File: src/rtl/student_pkg.sv
// Shared definitions for the student operand datapath: state encoding of the
// operand skid buffer and the common word width.
package student_pkg;

  localparam int WORD_WIDTH = 16;

  typedef enum logic [1:0] {
    EMPTY = 2'd0,
    ONE   = 2'd1,
    FULL  = 2'd2
  } skid_state_t;

  function automatic logic [1:0] occ_of(input skid_state_t s);
    case (s)
      ONE:     return 2'd1;
      FULL:    return 2'd2;
      default: return 2'd0;
    endcase
  endfunction

endpackage

File: src/rtl/student_operand_skid16.sv
// Two-entry skid buffer for {a, b} operand pairs feeding the 16-bit bitwise stage.
// All outputs are registered so neither ready nor valid has a combinational path.
module student_operand_skid16
  import student_pkg::*;
#(
  parameter int WIDTH     = WORD_WIDTH,
  parameter int CNT_WIDTH = 16
) (
  input  logic                 clk,
  input  logic                 reset_n,
  input  logic                 in_valid,
  output logic                 in_ready,
  input  logic [WIDTH-1:0]     in_a,
  input  logic [WIDTH-1:0]     in_b,
  output logic                 out_valid,
  input  logic                 out_ready,
  output logic [WIDTH-1:0]     out_a,
  output logic [WIDTH-1:0]     out_b,
  output logic [1:0]           occupancy,
  output logic [CNT_WIDTH-1:0] xfer_count
);

  // Handshake: a pair moves on an edge where valid and ready are both high;
  // a producer holds valid and data steady until that edge.

  skid_state_t          state, state_d;
  logic [2*WIDTH-1:0]   main_q, skid_q;
  logic [2*WIDTH-1:0]   in_pair;
  logic                 in_fire, out_fire;
  logic                 load_main_in, load_main_skid, load_skid;

  assign in_pair  = {in_a, in_b};
  assign in_fire  = in_valid & in_ready;
  assign out_fire = out_valid & out_ready;
  assign out_a    = main_q[2*WIDTH-1:WIDTH];
  assign out_b    = main_q[WIDTH-1:0];

  always_comb begin
    state_d        = state;
    load_main_in   = 1'b0;
    load_main_skid = 1'b0;
    load_skid      = 1'b0;
    case (state)
      EMPTY: begin
        if (in_fire) begin
          state_d      = ONE;
          load_main_in = 1'b1;
        end
      end
      ONE: begin
        if (in_fire && out_fire) begin
          load_main_in = 1'b1;
        end else if (in_fire) begin
          state_d   = FULL;
          load_skid = 1'b1;
        end else if (out_fire) begin
          // main keeps its stale contents; out_valid drops so it is never seen.
          state_d = EMPTY;
        end
      end
      FULL: begin
        if (out_fire) begin
          state_d        = ONE;
          load_main_skid = 1'b1;
        end
      end
      default: state_d = EMPTY;
    endcase
  end

  always_ff @(posedge clk) begin
    if (!reset_n) begin
      state      <= EMPTY;
      main_q     <= '0;
      skid_q     <= '0;
      in_ready   <= 1'b1;
      out_valid  <= 1'b0;
      occupancy  <= 2'd0;
      xfer_count <= '0;
    end else begin
      state     <= state_d;
      in_ready  <= (state_d != FULL);
      out_valid <= (state_d != EMPTY);
      occupancy <= occ_of(state_d);
      if (load_main_in) begin
        main_q <= in_pair;
      end else if (load_main_skid) begin
        main_q <= skid_q;
      end
      if (load_skid) begin
        skid_q <= in_pair;
      end
      if (out_fire) begin
        xfer_count <= xfer_count + CNT_WIDTH'(1);
      end
    end
  end

endmodule

File: config.mk
export PLATFORM = sky130hd
export DESIGN_NAME = student_operand_skid16
export DESIGN_NICKNAME = d
export VERILOG_FILES = /design/src/rtl/student_pkg.sv /design/src/rtl/student_operand_skid16.sv
export SDC_FILE = /design/constraint.sdc
export NUM_CORES = 1
export LEC_CHECK = 0
export ABC_AREA = 1
export CORE_UTILIZATION = 35
export CTS_CLUSTER_SIZE = 30
export DETAILED_ROUTE_END_ITERATION = 16
export GPL_ROUTABILITY_DRIVEN = 0
export PLACE_DENSITY_LB_ADDON = 0.12
export REMOVE_ABC_BUFFERS = 1
export SYNTH_ARGS = -nofsm -noshare
export SYNTH_HDL_FRONTEND = slang
export SYNTH_SLANG_ARGS = --single-unit
export TNS_END_PERCENT = 10
File: constraint.sdc
create_clock -name clk -period 2.88 [get_ports clk]
set_input_delay 0.576 -clock clk [delete_from_list [all_inputs] [get_ports clk]]
set_output_delay 0.576 -clock clk [all_outputs]
set_load 0.005 [all_outputs]
==> impl_metrics.yaml <==
run_status:
  status: "finished clean"
drt:
  routed_wl_um: 9570
  routed_via_density: 5.04
  vias: 3435
  antenna_left: 0
  drtIter0Drc: 187
  remaining_drc_errors: 0
  drt_first_pass_iters: 4
  wl_per_cell_um: 14.0
power:
  power_density_nw_per_um2: 617
  leakagePower_uw: 0.00166
  peakVddDrop_v: 0.000338
cells_and_area:
  drive_gt1_share_pct: 7.65
  fin_cells: 682
  fillers: 1050
  fin_nets: 581
  final_common_cell: "nand3_1"
  antennaDiodeCount: 0
  syn_to_final_growth_pct: 31.8
  layout_common_cells: "nand3_1 (104), dfxtp_1 (86), clkdlybuf4s50_1 (86), nor2_1 (85), nand2_1 (40)"
  stdcell_area_um2: 4680
place:
  dpl_cell_area_um2: 4490
  dp_cells: 666
  dp_hpwl_um: 6050
  port_buffers: 87
global_route:
  antenna_found_initial: 0
  grt_max_degree: 47
  first_global_vias: 3293
  grt_overflow: 0
  grt_pass1_wl_um: 15800
  grt_use_total_pct: 19.3
worst_setup_path:
  crit_required_ps: 3120
  crit_buf_inv: 1
  crit_slowest_cell: "nand2_2"
  max_stage_delay_ps: 520
  critPathMaxFanout: 32
  reg2reg_from: "in_ready"
  critical_path_class: "primary input to register"
  cp_top_family: "simple AND/OR/NAND/NOR gates"
  start_kind: "primary input"
  endpoint_kind: "register"
  cp_data_arrival_time_ps: 2360
  r2r_end: "main_q[12]"
  r2r_cells: 5
  rrSetupSlack_ps: 1110
  path_cells: "clkdlybuf4s50_1, nand2_1, nor2_4, nand2_2, nand3_1, a31oi_1"
clock_tree:
  clk_path_buf_depth: 2
  root_buffer: "clkbuf_8"
  cts_setup_buffers: 0
  cts_buffers: 9
  cts_tree: "built"
  htreeDepth: 3
  postCtsHoldBufs: 0
  clk_latency_ps: 350
  ctsResizeCount: 0
  cts_num_sinks: 86
  clkTransAtPathRegs_ps: 90
timing:
  slew_viol_final: 0
  rsz0062_at_grt: "false"
  worst_pin_slew_ps: 678
  relSlewSlack_pct: 54.6
  max_freq_mhz: 471
  period_share_pct: 73.8
  min_period_ps: 2130
  fin_skew_ps: 11.1
  setup_viol: 0
  final.setup.tns_ps: 0
  hold_violations: 0
floorplanning:
  fp.dieW_um: 103
  core-area_um2: 9820
  die-area_um2: 10500
  start_util_pct: 36.1
  io_pins: 88
  fp.dieH_um: 103
  row_count: 36
logic_synthesis:
  ys_seq_elements: 86
  synth_cell_types: 27
  ys_top_cells_by_area: "dfxtp_1 (49%), nand3_1 (15%), nor2_1 (9.0%), a31oi_1 (5.6%), nand2_1 (4.2%)"
  synth.top_cell.area_share_pct: 48.5
  synth_cells: 470
  avgSynthCellArea_um2: 7.55
  yosys.area.top_type: "dfxtp_1"
  synth_seq_area_share_pct: 48.5
  ys_warn_count: 0
  syn-cell-area_um2: 3550
job:
  cap_violations: 0
min_path:
  hold_depth: 2
  min-delay-start: "skid_q[6]"
  hold_path_end: "skid_q[6]"
  hp-class: "register to register"
==> worst max path at each step <==
stage	startpoint	endpoint	slack, ps	cells past startpoint
detailed placement	in_valid	main_q[26]	370	6
floorplan	in_valid	skid_q[0]	600	6
CTS	in_valid	main_q[26]	760	6
global placement	in_valid	main_q[17]	440	6
finish	in_valid	main_q[12]	750	6
global route	in_valid	main_q[17]	630	6
==> cells in the mapped netlist <==
cell,count
nand2_1,40
xnor2_1,1
nand3_2,1
o21ai_1,30
inv_2,5
dfxtp_1,86
o21bai_1,1
buf_4,4
o21ai_0,8
buf_1,1
nand3_1,104
inv_1,17
clkinv_1,1
nand4_1,1
xor2_1,1
nor3_1,2
buf_2,17
a31oi_1,32
ha_1,1
nor2_2,4
and2_1,1
nand2_2,2
nor2_4,3
clkbuf_1,12
nor3b_1,2
a21oi_1,8
nor2_1,85
==> cell type report <==
type | instances | area [µm²] | share of cell area [%]
well taps | 133 | 166 | 3.56
flip-flops and latches | 86 | 1720 | 36.8
inverters | 23 | 86.3 | 1.85
repair buffers | 97 | 941 | 20.1
clock inverters | 5 | 33.8 | 0.722
clock buffers | 11 | 151 | 3.24
multi-input cells | 327 | 1580 | 33.7
==> cell families (layout without fill, tap and decap cells) <==
kind of cell | count (synthesis) | count (layout) | synth area share, %
adders and majority gates | 1 | 1 | 0.353
and+or+nand+nor | 245 | 245 | 31.2
DFF | 86 | 86 | 48.5
xor gates and xnor gates | 2 | 2 | 0.494
buffers and inverters | 57 | 136 | 7.05
AOI/OAI and AO/OA | 79 | 79 | 12.3
==> report_power, final <==
part	switching [µW]	internal, µW	total [µW]	leakage [µW]
clock	432	359	791	0.0000913
combinational	382	303	684	0.000863
sequential	80.6	1330	1410	0.000702
==> metal layers <==
metal | part of all wire, % | track usage [%] | vias up
met1 | 47 | 25.1 | 1601
met5 | 0 | 0 | -
met4 | 0.40 | 4.62 | 0
met2 | 47 | 32.1 | 93
li1 | - | - | 1739
met3 | 5.3 | 4.68 | 2
==> worst register-to-register path: cells and delay by family, from the launching register on <==
kind,cells,cell delay [ps]
flops,1,330
compound gates,1,100
simple gates,4,1240
==> state kept, by name, indices dropped and copies added (netlist names) <==
register	flops
main_q	32
skid_q	32
xfer_count	16
occupancy	2
state	2
in_ready	1
out_valid	1
==> through the flow <==
step,hold slack (ps),util (%),setup WS [ps],total power [µW]
floorplan,456,-,601,1770
CTS,491,47.6,757,2910
global route,509,47.6,634,3060
detailed placement,473,45.7,370,2120
global placement,464,45.7,437,2110
finish,486,47.6,755,2890
No activity file was read; power rests on OpenSTA's default activity.
